===== config.mk =====
export PLATFORM = sky130hd
export DESIGN_NAME = receiver_buffer
export DESIGN_NICKNAME = d
export VERILOG_FILES = /design/src/rtl/recv_buffer_pkg.sv /design/src/rtl/recv_word_fifo.sv /design/src/rtl/receiver_buffer.sv
export SDC_FILE = /design/constraint.sdc
export NUM_CORES = 1
export LEC_CHECK = 0
export ABC_AREA = 1
export BUFFER_PORTS_ARGS = -buffer_cell sky130_fd_sc_hd__buf_2
export CAP_MARGIN = 20
export CORE_MARGIN = 2
export CORE_UTILIZATION = 59
export DETAILED_ROUTE_END_ITERATION = 12
export GPL_TIMING_DRIVEN = 0
export PLACE_DENSITY = 0.83
export REMOVE_ABC_BUFFERS = 1
export SLEW_MARGIN = 20
export SYNTH_ARGS = -nofsm -noshare
export SYNTH_HDL_FRONTEND = slang
export SYNTH_SLANG_ARGS = --single-unit

===== constraint.sdc =====
create_clock -name CLK -period 3.6 [get_ports CLK]
set_input_delay 0.72 -clock CLK [delete_from_list [all_inputs] [get_ports CLK]]
set_output_delay 0.72 -clock CLK [all_outputs]
set_load 0.005 [all_outputs]

===== src/rtl/recv_buffer_pkg.sv =====
// Shared widths and the assembler state type for the receive buffer.
package recv_buffer_pkg;

  localparam int WORD_W         = 32;
  localparam int BYTE_W         = 8;
  localparam int BYTES_PER_WORD = 4;

  typedef enum logic [1:0] {
    IDLE,
    GOT1,
    GOT2,
    GOT3
  } assy_state_t;

endpackage


===== src/rtl/recv_word_fifo.sv =====
// Synchronous first-word-fall-through word FIFO; dout reads 0 while empty and
// drop pulses for a push that finds no room.
module recv_word_fifo #(
  parameter int DEPTH  = 4,
  parameter int WORD_W = 32
) (
  input  logic              CLK,
  input  logic              reset,
  input  logic              push,
  input  logic              pop,
  input  logic [WORD_W-1:0] din,
  output logic [WORD_W-1:0] dout,
  output logic              empty,
  output logic              full,
  output logic              drop
);

  localparam int PTR_W = $clog2(DEPTH);
  localparam int CNT_W = PTR_W + 1;
  localparam logic [CNT_W-1:0] FULL_CNT = CNT_W'(DEPTH);

  logic [WORD_W-1:0] mem_q [DEPTH];
  logic [WORD_W-1:0] mem_d [DEPTH];
  logic [PTR_W-1:0]  wr_ptr_q, wr_ptr_d;
  logic [PTR_W-1:0]  rd_ptr_q, rd_ptr_d;
  logic [CNT_W-1:0]  count_q, count_d;
  logic              do_push, do_pop;

  assign empty = (count_q == '0);
  assign full  = (count_q == FULL_CNT);
  assign dout  = empty ? '0 : mem_q[rd_ptr_q];

  always_comb begin
    // NOTE: every combinational output gets a default first so no path can infer a latch.
    do_pop   = pop && !empty;
    // A pop in the same cycle frees the slot, so a full FIFO still accepts the push.
    do_push  = push && (!full || do_pop);
    drop     = push && full && !do_pop;
    wr_ptr_d = wr_ptr_q;
    rd_ptr_d = rd_ptr_q;
    count_d  = count_q;
    mem_d    = mem_q;

    if (do_push) begin
      mem_d[wr_ptr_q] = din;
      wr_ptr_d        = wr_ptr_q + 1'b1;
    end
    if (do_pop) begin
      rd_ptr_d = rd_ptr_q + 1'b1;
    end
    unique case ({do_push, do_pop})
      2'b10:   count_d = count_q + 1'b1;
      2'b01:   count_d = count_q - 1'b1;
      default: count_d = count_q;
    endcase
  end

  // NOTE: state registers use non-blocking assignments so all flops update together at the edge.
  always_ff @(posedge CLK) begin
    if (reset) begin
      wr_ptr_q <= '0;
      rd_ptr_q <= '0;
      count_q  <= '0;
    end else begin
      wr_ptr_q <= wr_ptr_d;
      rd_ptr_q <= rd_ptr_d;
      count_q  <= count_d;
    end
  end

  // NOTE: storage is deliberately not reset; the count gates visibility, so stale entries never reach dout.
  always_ff @(posedge CLK) begin
    mem_q <= mem_d;
  end

endmodule


===== src/rtl/receiver_buffer.sv =====
// Packs UART bytes MSB-first into 32-bit words and queues them for the CPU.
// Define RECV_TIMEOUT_EN to discard partial words after an inter-byte timeout.
module receiver_buffer
  import recv_buffer_pkg::*;
#(
  parameter int DEPTH          = 4,
  parameter int TIMEOUT_CYCLES = 100000
) (
  input  logic              CLK,
  input  logic              reset,
  input  logic [BYTE_W-1:0] rx_data,
  input  logic              rx_valid,
  input  logic              read,
  input  logic              clear_err,
  output logic [WORD_W-1:0] out_data,
  output logic              out_valid,
  output logic              full,
  output logic              overflow,
  output logic              timeout_err
);

  localparam int SHIFT_W = (BYTES_PER_WORD - 1) * BYTE_W;

  if (DEPTH < 2 || (DEPTH & (DEPTH - 1)) != 0 || TIMEOUT_CYCLES < 2) begin : g_bad_param
    $error("receiver_buffer: DEPTH must be a power of two >= 2 and TIMEOUT_CYCLES >= 2");
  end

  assy_state_t        state_q, state_d;
  logic [SHIFT_W-1:0] shift_q, shift_d;
  logic               overflow_q, overflow_d;
  logic               push;
  logic [WORD_W-1:0]  push_word;
  logic               fifo_empty;
  logic               fifo_drop;
  logic               timeout_hit;

  always_comb begin
    state_d   = state_q;
    shift_d   = shift_q;
    push      = 1'b0;
    push_word = {shift_q, rx_data};

    if (rx_valid) begin
      shift_d = {shift_q[SHIFT_W-BYTE_W-1:0], rx_data};
      unique case (state_q)
        IDLE: state_d = GOT1;
        GOT1: state_d = GOT2;
        GOT2: state_d = GOT3;
        GOT3: begin
          state_d = IDLE;
          push    = 1'b1;
        end
        default: state_d = IDLE;
      endcase
    end else if (timeout_hit) begin
      state_d = IDLE;
    end
  end

  // A set event in the same cycle as clear_err must win, so clear first, then set.
  always_comb begin
    overflow_d = clear_err ? 1'b0 : overflow_q;
    if (fifo_drop) overflow_d = 1'b1;
  end

  always_ff @(posedge CLK) begin
    if (reset) begin
      state_q    <= IDLE;
      shift_q    <= '0;
      overflow_q <= 1'b0;
    end else begin
      state_q    <= state_d;
      shift_q    <= shift_d;
      overflow_q <= overflow_d;
    end
  end

`ifdef RECV_TIMEOUT_EN
  localparam int TMO_W = $clog2(TIMEOUT_CYCLES);

  logic [TMO_W-1:0] tmo_cnt_q, tmo_cnt_d;
  logic             timeout_err_q, timeout_err_d;

  // The counter only runs while a word is partially assembled; any byte restarts it.
  always_comb begin
    tmo_cnt_d   = '0;
    timeout_hit = 1'b0;
    if (!rx_valid && state_q != IDLE) begin
      if (tmo_cnt_q == TMO_W'(TIMEOUT_CYCLES - 1)) begin
        timeout_hit = 1'b1;
      end else begin
        tmo_cnt_d = tmo_cnt_q + 1'b1;
      end
    end
    timeout_err_d = clear_err ? 1'b0 : timeout_err_q;
    if (timeout_hit) timeout_err_d = 1'b1;
  end

  always_ff @(posedge CLK) begin
    if (reset) begin
      tmo_cnt_q     <= '0;
      timeout_err_q <= 1'b0;
    end else begin
      tmo_cnt_q     <= tmo_cnt_d;
      timeout_err_q <= timeout_err_d;
    end
  end

  assign timeout_err = timeout_err_q;
`else
  assign timeout_hit = 1'b0;
  assign timeout_err = 1'b0;
`endif

  recv_word_fifo #(
    .DEPTH  (DEPTH),
    .WORD_W (WORD_W)
  ) u_fifo (
    .CLK   (CLK),
    .reset (reset),
    .push  (push),
    .pop   (read),
    .din   (push_word),
    .dout  (out_data),
    .empty (fifo_empty),
    .full  (full),
    .drop  (fifo_drop)
  );

  assign out_valid = !fifo_empty;
  assign overflow  = overflow_q;

endmodule

==> results of run 1 <==
cells in the final DEF, fill, tap and decap left out, types with 5 or more instances in the layout:
cell type and instances:
ha_1 8, nand2_1 15, a21oi_1 39, nand3_1 6
nor2_1 183, inv_6 6, buf_2 47, buf_16 5
dfxtp_1 32, clkbuf_16 16, edfxtp_1 128, o21ai_1 35
inv_1 20, o21ai_0 56
power groups by stage:
stage,Clock [W],Combinational [W],Sequential [W]
2_1_floorplan,0,0.000335,0.00216
3_3_place_gp,0,0.000561,0.00219
3_5_place_dp,0,0.000584,0.00219
4_1_cts,0.00178,0.000593,0.00215
5_1_grt,0.00185,0.000671,0.00216
6_report,0.00177,0.000594,0.00215
sequential cells by signal, summed over array words and instances, names as in the netlist:
signal           flops
u_fifo.mem_q       128
overflow             1
shift_q             24
u_fifo.wr_ptr_q      2
state_q              2
u_fifo.rd_ptr_q      2
u_fifo.count_q       3
final cells by class:
type / instances / area, sq um / area share [%]
multi-input combinational: 353 / 1623 / 22.00
sequential: 162 / 4529 / 61.40
clock inverter: 15 / 172.7 / 2.341
clock buffer: 17 / 414.1 / 5.614
tap: 140 / 175.2 / 2.374
inverter: 24 / 90.09 / 1.221
timing repair buffer: 52 / 372.9 / 5.054
metrics by stage:
stage,worst slack (ns),area [sq um]
global placement,-0.9069,6618
finish,0.1557,7377
global route,0.009160,7377
floorplan,0.4482,6207
detailed placement,0.6986,6790
CTS,0.1841,7377
per-layer routing:
layer / GRT usage [%] / vias to the layer above / share of wire, % / routed length [um]
li1: - / 2036 / - / -
met1: 29.15 / 2088 / 40 / 5261
met2: 39.96 / 194 / 51 / 6773
met3: 5.365 / 35 / 6.7 / 893
met4: 12.18 / 0 / 2.7 / 365
met5: 0 / - / 0 / 0
logic make-up (layout without fill, tap and decap cells):
family,after synthesis,in the layout,share of synthesized area [%]
buffers and inverters,58,108,5.234
and+or+nand+nor,212,212,12.56
adders and majority gates,9,9,1.861
AOI/OAI and AO/OA,131,131,10.20
DFF,162,162,70.09
other,1,1,0.05810
worst paths after layout:
kind / cells after the start / startpoint / slack, ns / endpoint
setup / recovery: 4 / u_fifo.rd_ptr_q[0] / 0.16 / out_data[1]
hold / removal: 2 / reset / 0.39 / u_fifo.rd_ptr_q[1]
setup reg to reg: 12 / u_fifo.count_q[1] / 1.24 / u_fifo.count_q[2]
hold reg to reg: 2 / overflow / 0.47 / overflow
==> summary.md, run 1 <==
| Metric | Value |
|---|---|
| Total Routing Usage GR | a little under a quarter |
| Sequential Power Share | a little under half |
| Initial antenna violation count | 0 |
| Hold_buf cts | 0 |
| Synth area leaders | edfxtp_1, nor2_1, dfxtp_1, o21ai_0, a21oi_1 |
| Fillers | 730 |
| Sw frac | roughly 28% |
| Worst Path Buf+Inv | 2 |
| Yosys cell types | 23 |
| Final setup vio count | 0 |
| DP Cell Count | between 700 and 800 |
| Total CTS buffers | 17 |
| FFs w/ async S/R, synth | 0% |
| Worst path required time | approximately 2.9 ns |
| WL per Instance | roughly 17 um |
| Synth Instances | roughly 570 |
| Worst slew pin tran | ~1.1 ns |
| Min-delay worst type | in2reg |
| Final Skew | between 0.006 and 0.007 ns |
| Clock transition at the registers of the reported paths | 0.07 ns |
| Clock Path Buffers | 2 |
| Pwr Total | 0.004518 W |
| Ports | just under 50 |
| Worst path top cell family by delay | flip-flops |
| Vias | between 4000 and 5000 |
| Routed Antenna Nets | 0 |
| Critical Path, Cell by Cell | inv_2, o21ai_0, a21oi_1, buf_2 |
| First-pass GRT wire length | a little over 20000 um |
| Fraction of layout cells with a size suffix above 1 | ~15% |
| Setup tns final | 0 ns |
| Vias in the first global route | approximately 4300 |
| Syn_area_per_cell | between 10 and 15 sq um |
| IO buf count | 47 |
| GP Congestion | roughly 0.76 |
| Synth cell count leaders | nor2_1, edfxtp_1, o21ai_0, a21oi_1, o21ai_1 |
| Max_cap viols | 0 |
| Initial Util | approximately three fifths |
| Largest fanout on the critical path | 68 |
| Via density per instance | roughly 5.7 |
| Largest net degree at the start of global routing | 69 |
| DRC errors left | 0 |
| Die height | 108.6 um |
| Area leader, netlist | edfxtp_1 |
| Post-route insts no fill | approximately 760 |
| Number of synthesized flops with an enable pin | roughly 130 |
| Register bit total from synthesis | ~160 |
| Placed wire-length estimate | between 7000 and 8000 um |
| Core ar. | about 11000 sq um |
| Critical Path AT | 2.72 ns |
| Status | complete, no violations |
| Worst-skew pair later-pin latency | ~0.53 ns |
| Die width | roughly 110 um |
| LEAKAGE | between 2 and 3 nW |
| Pre-antenna DRT Iters | 5 |
| Initial DRC count | between 300 and 400 |
| # clock sinks | approximately 160 |
| Crit path kind | reg2out |
| Final nets | approximately 630 |
| P&R area growth vs syn | 14.29% |
| Critical Path Start Type | register |
| Synth warnings | 0 |
| CTS H-tree lvls | 4 |
| Final max-slew violation count | 0 |
| Final WL | 13290 um |
| PwrDens | between 600 and 700 nW/um^2 |
| Fin crit share | between 90% and 100% |
| Net load switching power | between 0.001 and 0.0015 W |
| RSZ-0062 raised after global routing | no |
| Synth Cell Area | ~6500 sq um |
| Most frequent cell after synthesis | nor2_1 |
| TritonCTS clock tree | done |
| Combinational power share | 13.1% |
| Achievable Freq | between 200 and 300 MHz |
| Hold Vio Cnt, Final | 0 |
| Synth Flop Type | edfxtp_1 |
| Kind of end point of the critical path | primary output |
| Final Hold Slack | between 0.3 and 0.4 ns |
| # rows | 38 |
| Post-synth top area share | 59.55% |
| Sequential area share after synthesis | a little over two thirds |
| Gr ovfl total | 0 |
| Power share of the clock group | 39.2% |
| Die ar. | 11790 sq um |
| Diode count | 0 |
| Post-cts gate resize count | 0 |
| Worst VDD drop | between 0.3 and 0.4 mV |
| Root buffer cell | clkbuf_8 |
| Internal power | 0.003273 W |
| Final min period | ~3.4 ns |
| Slew HR | around 29% |
| Max incr delay on CP | roughly 0.86 ns |
| Final core utilization | 68.65% |
| Post-CTS Setup Inserts | 0 |
| Slowest CP cell | dfxtp_4 |
(Power assumes the default switching activity.)
==> inputs of run 2 (changes only) <==
--- a/config.mk
+++ b/config.mk
@@ -12,7 +12,7 @@
 export CORE_UTILIZATION = 59
 export DETAILED_ROUTE_END_ITERATION = 12
 export GPL_TIMING_DRIVEN = 0
-export PLACE_DENSITY = 0.83
+export PLACE_DENSITY = 0.78
 export REMOVE_ABC_BUFFERS = 1
 export SLEW_MARGIN = 20
 export SYNTH_ARGS = -nofsm -noshare
==> summary.md, run 2 (same netlist as run 1, synthesis figures left out) <==
| Metric | Value |
|---|---|
| Initial DRC count | between 300 and 400 |
| Worst slew pin tran | about 1 ns |
| Final setup vio count | 0 |
| Final nets | 632 |
| Vias in the first global route | roughly 4300 |
| Worst-skew pair later-pin latency | 0.53 ns |
| Largest net degree at the start of global routing | just under 70 |
| Post-CTS Setup Inserts | 0 |
| Total length of routed met2 wires | slightly below 7000 um |
| DRC errors left | 0 |
| Crit path kind | reg2out |
| PwrDens | ~640 nW/um^2 |
| Kind of end point of the critical path | primary output |
| Root buffer cell | clkbuf_8 |
| Total CTS buffers | 17 |
| CTS H-tree lvls | 4 |
| Gr ovfl total | 0 |
| Worst path required time | 2.88 ns |
| Fillers | approximately 740 |
| Worst Path Buf+Inv | 2 |
| Slew HR | 32.86% |
| First-pass GRT wire length | 20530 um |
| Critical Path AT | around 2.5 ns |
| Post-cts gate resize count | 0 |
| TritonCTS clock tree | done |
| Slowest CP cell | dfxtp_4 |
| Final Hold Slack | about 0.40 ns |
| Placed wire-length estimate | roughly 6800 um |
| Critical Path Start Type | register |
| Total Routing Usage GR | 23.78% |
| Fraction of layout cells with a size suffix above 1 | 14.61% |
| Max incr delay on CP | a little under 0.9 ns |
| Max reg flops | approximately 130 |
| Biggest registers after layout | u_fifo.mem_q: 128 flops, shift_q: 24 flops, u_fifo.count_q: 3 flops |
| Diode count | 0 |
| Die ar. | 11790 sq um |
| Via density per instance | approximately 5.6 |
| Routed Antenna Nets | 0 |
| Achievable Freq | 307.7 MHz |
| Status | complete, no violations |
| # clock sinks | between 150 and 200 |
| Pre-antenna DRT Iters | 6 |
| Most frequent cells in the layout | nor2_1, edfxtp_1, o21ai_0 |
| P&R area growth vs syn | 15.35% |
| Final min period | ~3.2 ns |
| Pwr Total | 0.004764 W |
| # rows | 38 |
| Die width | 108.6 um |
| WL per Instance | ~17 um |
| Initial Util | 60.07% |
| Clock transition at the registers of the reported paths | ~0.06 ns |
| Hold Vio Cnt, Final | 0 |
| Core ar. | between 10000 and 15000 sq um |
| LEAKAGE | between 2 and 3 nW |
| DR top layer | met4 |
| Largest fanout on the critical path | approximately 70 |
| Commonest non-fill, non-tap cell in the layout | nor2_1 |
| Reg with most FFs | u_fifo.mem_q |
| Vias | between 4000 and 5000 |
| Worst VDD drop | between 0.3 and 0.4 mV |
| Met1 WL | 5239 um |
| Final WL | approximately 13000 um |
| Max_cap viols | 0 |
| Critical Path, Cell by Cell | inv_4, o21ai_0, a21oi_1, buf_2 |
| Die height | approximately 110 um |
| Wire length on met3 | 902 um |
| Worst path top cell family by delay | flip-flops |
| Final Skew | ~0.0064 ns |
| Min-delay worst type | in2reg |
| Clock Path Buffers | 2 |
| Ports | between 40 and 50 |
| Fin crit share | 90.27% |
| IO buf count | 47 |
| GP Congestion | between 0.7 and 0.8 |
| Final max-slew violation count | 0 |
| RSZ-0062 raised after global routing | no |
| Initial antenna violation count | 0 |
| Hold_buf cts | 0 |
==> run 2: changes by cell type in the layout (fill, tap and decap cells not counted), sizes merged <==
cell	delta
clkinv	-3
bufinv	+4
clkinvlp	-1
clkbuf	+7
inv	-7
==> run 2: area by class of cell <==
| type | instances | area, sq um | share of cell area (%) |
|---|---|---|---|
| Clock inverter | 8 | 197.7 | 2.655 |
| Inverter | 24 | 92.59 | 1.243 |
| Multi-Input combinational cell | 353 | 1623 | 21.79 |
| Tap cell | 140 | 175.2 | 2.353 |
| Timing Repair Buffer | 52 | 357.8 | 4.806 |
| Clock buffer | 24 | 470.5 | 6.318 |
| Sequential cell | 162 | 4529 | 60.83 |
==> run 2: final timing paths <==
kind / startpoint / endpoint / slack (ns) / depth (start not counted)
min: reset / u_fifo.rd_ptr_q[1] / 0.40 / 2
max: u_fifo.rd_ptr_q[0] / out_data[31] / 0.35 / 4
min reg2reg: overflow / overflow / 0.47 / 2
max reg2reg: u_fifo.count_q[0] / u_fifo.count_q[2] / 1.29 / 11
==> run 2: power breakdown <==
group          internal, W  switching (W)  leakage (nW)  total [W]
Combinational     0.000206       0.000389          1.02   0.000595
Clock              0.00133       0.000686         0.324    0.00201
Sequential         0.00206      0.0000964          1.45    0.00216
==> run 2: worst register-to-register path: stages, from the launching register on <==
cell and delay (ns):
dfxtp_1 0.33, nor2_1 0.21, nand3_1 0.20, nand2_1 0.37, ha_1 0.26, inv_1 0.07
fa_1 0.38, nand2_1 0.08, nand3_1 0.09, nand2_1 0.07, nand2_1 0.05, nor2_1 0.13
==> run 2: layer usage <==
metal	up-vias	track usage [%]
met1	2018	28.34
met2	169	40.80
met5	-	0
li1	2035	-
met4	0	9.158
met3	28	6.992
==> run 2: through the flow <==
step	setup WS, ns	cell area, sq um	utilization (%)	std cells	TNS (ns)
floorplan	0.4482	6207	-	539	0
global placement	-1.013	6618	61.59	726	-139.62
detailed placement	0.6916	6775	63.05	731	0
CTS	0.1039	7443	69.27	763	0
global route	0.2210	7446	69.29	763	0
finish	0.3503	7446	69.29	763	0
==> inputs of run 3 (changes only) <==
--- a/config.mk
+++ b/config.mk
@@ -8,7 +8,6 @@
 export ABC_AREA = 1
 export BUFFER_PORTS_ARGS = -buffer_cell sky130_fd_sc_hd__buf_2
 export CAP_MARGIN = 20
-export CORE_MARGIN = 2
 export CORE_UTILIZATION = 59
 export DETAILED_ROUTE_END_ITERATION = 12
 export GPL_TIMING_DRIVEN = 0
==> summary.md, run 3 (same netlist as run 1, synthesis figures left out) <==
| Metric | Value |
|---|---|
| Max_cap viols | 0 |
| Fraction of layout cells with a size suffix above 1 | 14.77% |
| Min-delay worst type | in2reg |
| Fin crit share | approximately 94% |
| Worst path required time | roughly 2.9 ns |
| Crit path kind | reg2out |
| Final Hold Slack | about 0.40 ns |
| Total length of routed met2 wires | about 6600 um |
| Final min period | 3.395 ns |
| Slowest CP cell | dfxtp_4 |
| Initial Util | 61.70% |
| Met1 WL | roughly 5300 um |
| Post-route insts no fill | 759 |
| Critical Path, Cell by Cell | inv_2, o21ai_0, a21oi_1, buf_2 |
| Final max-slew violation count | 0 |
| Via density per instance | 5.580 |
| IO buf count | between 40 and 50 |
| Max incr delay on CP | between 0.8 and 0.9 ns |
| Gr ovfl total | 0 |
| Finished Cell Area | 7305 sq um |
| Clock transition at the registers of the reported paths | 0.07 ns |
| Kind of end point of the critical path | primary output |
| GP Congestion | roughly 0.71 |
| TritonCTS clock tree | done |
| Max reg flops | between 100 and 150 |
| Pre-antenna DRT Iters | 5 |
| Biggest registers after layout | u_fifo.mem_q: 128 flops, shift_q: 24 flops, u_fifo.count_q: 3 flops |
| Largest net degree at the start of global routing | ~70 |
| Root buffer cell | clkbuf_8 |
| # clock sinks | approximately 160 |
| Die width | between 100 and 150 um |
| DR top layer | met4 |
| First-pass GRT wire length | 20030 um |
| Final WL | between 10000 and 15000 um |
| Setup WS post-layout | between 0.2 and 0.25 ns |
| RSZ-0062 raised after global routing | no |
| Routed Antenna Nets | 0 |
| Worst Path Buf+Inv | 2 |
| Slew HR | 31.52% |
| DP Cell Count | approximately 730 |
| LEAKAGE | ~2.7 nW |
| Total Routing Usage GR | roughly a quarter |
| Worst slew pin tran | 1.027 ns |
| CTS H-tree lvls | 4 |
| Status | complete, no violations |
| Vias | about 4200 |
| Initial DRC count | 273 |
| WL per Instance | approximately 17 um |
| Total CTS buffers | 17 |
| Critical Path AT | 2.68 ns |
| Final nets | roughly 630 |
| Placed wire-length estimate | between 6000 and 7000 um |
| Achievable Freq | approximately 290 MHz |
| Diode count | 0 |
| Largest fanout on the critical path | roughly 70 |
| Initial antenna violation count | 0 |
| Reg with most FFs | u_fifo.mem_q |
| Hold Vio Cnt, Final | 0 |
| Post-cts gate resize count | 0 |
| Most frequent cells in the layout | nor2_1, edfxtp_1, o21ai_0 |
| Core ar. | between 10000 and 15000 sq um |
| Worst path top cell family by delay | flip-flops |
| Worst-skew pair later-pin latency | 0.52 ns |
| Commonest non-fill, non-tap cell in the layout | nor2_1 |
| Die ar. | between 10000 and 15000 sq um |
| # rows | 37 |
| DP Area | 6778 sq um |
| Hold_buf cts | 0 |
| Place WS | around 0.73 ns |
| Worst VDD drop | approximately 0.38 mV |
| Setup tns final | 0 ns |
| Vias in the first global route | just over 4000 |
| Die height | between 100 and 150 um |
| Clock Path Buffers | 2 |
| DRC errors left | 0 |
| Critical Path Start Type | register |
| Final Skew | 0.01202 ns |
| Final setup vio count | 0 |
| PwrDens | ~600 nW/um^2 |
| P&R area growth vs syn | 13.16% |
| Wire length on met3 | a little over 600 um |
| Post-CTS Setup Inserts | 0 |
| Ports | 49 |
-- run 3: cell types whose count changed in the layout (fill, tap and decap cells not counted), sizes merged --
cell / previous run / this run
bufinv: 6 / 0
clkinvlp: 0 / 3
inv: 25 / 28
clkbuf: 24 / 20
clkinv: 1 / 5
-- run 3: area by class of cell --
| cell class | count | area (sq um) |
|---|---|---|
| fillers | 726 | 3158 |
| repair buffers | 52 | 365.4 |
| well taps | 136 | 170.2 |
| inverters | 24 | 90.09 |
| flip-flops and latches | 162 | 4529 |
| clock inverters | 12 | 101.3 |
| multi-input cells | 353 | 1623 |
| clock buffers | 20 | 425.4 |
-- run 3: power by group --
part / internal [W] / switching [W]
clock: 0.000861 / 0.000721
combinational: 0.000204 / 0.000378
sequential: 0.00206 / 0.0000910
total: 0.00312 / 0.00119
-- run 3: worst paths after layout --
check / start / cells after the start / to / slack, ns
max: u_fifo.rd_ptr_q[0] / 4 / out_data[19] / 0.20
min: reset / 2 / u_fifo.rd_ptr_q[1] / 0.40
min reg2reg: overflow / 2 / overflow / 0.47
max reg2reg: u_fifo.count_q[1] / 11 / u_fifo.count_q[2] / 1.31
-- run 3: worst register-to-register path: stages (launching register included) --
cell     delay, ns
dfxtp_1       0.34
nor2_1        0.19
nand3_1       0.20
nand2_1       0.38
ha_1          0.25
inv_1         0.07
fa_1          0.38
nand2_1       0.08
nand3_1       0.11
nand2_1       0.08
nand2_1       0.05
nor2_1        0.11
-- run 3: layer usage --
layer / vias up / track usage, %
met5: - / 0
met4: 0 / 8.904
met3: 12 / 5.471
met2: 141 / 41.66
met1: 2050 / 28.73
li1: 2032 / -
-- run 3: through the flow --
| step | power (W) | utilization (%) |
|---|---|---|
| final | 0.004312 | 69.82 |
| after floorplan | 0.002494 | - |
| after global placement | 0.002750 | 63.20 |
| after CTS | 0.004330 | 69.82 |
| after detailed placement | 0.002770 | 64.78 |
| after global routing | 0.004491 | 69.82 |
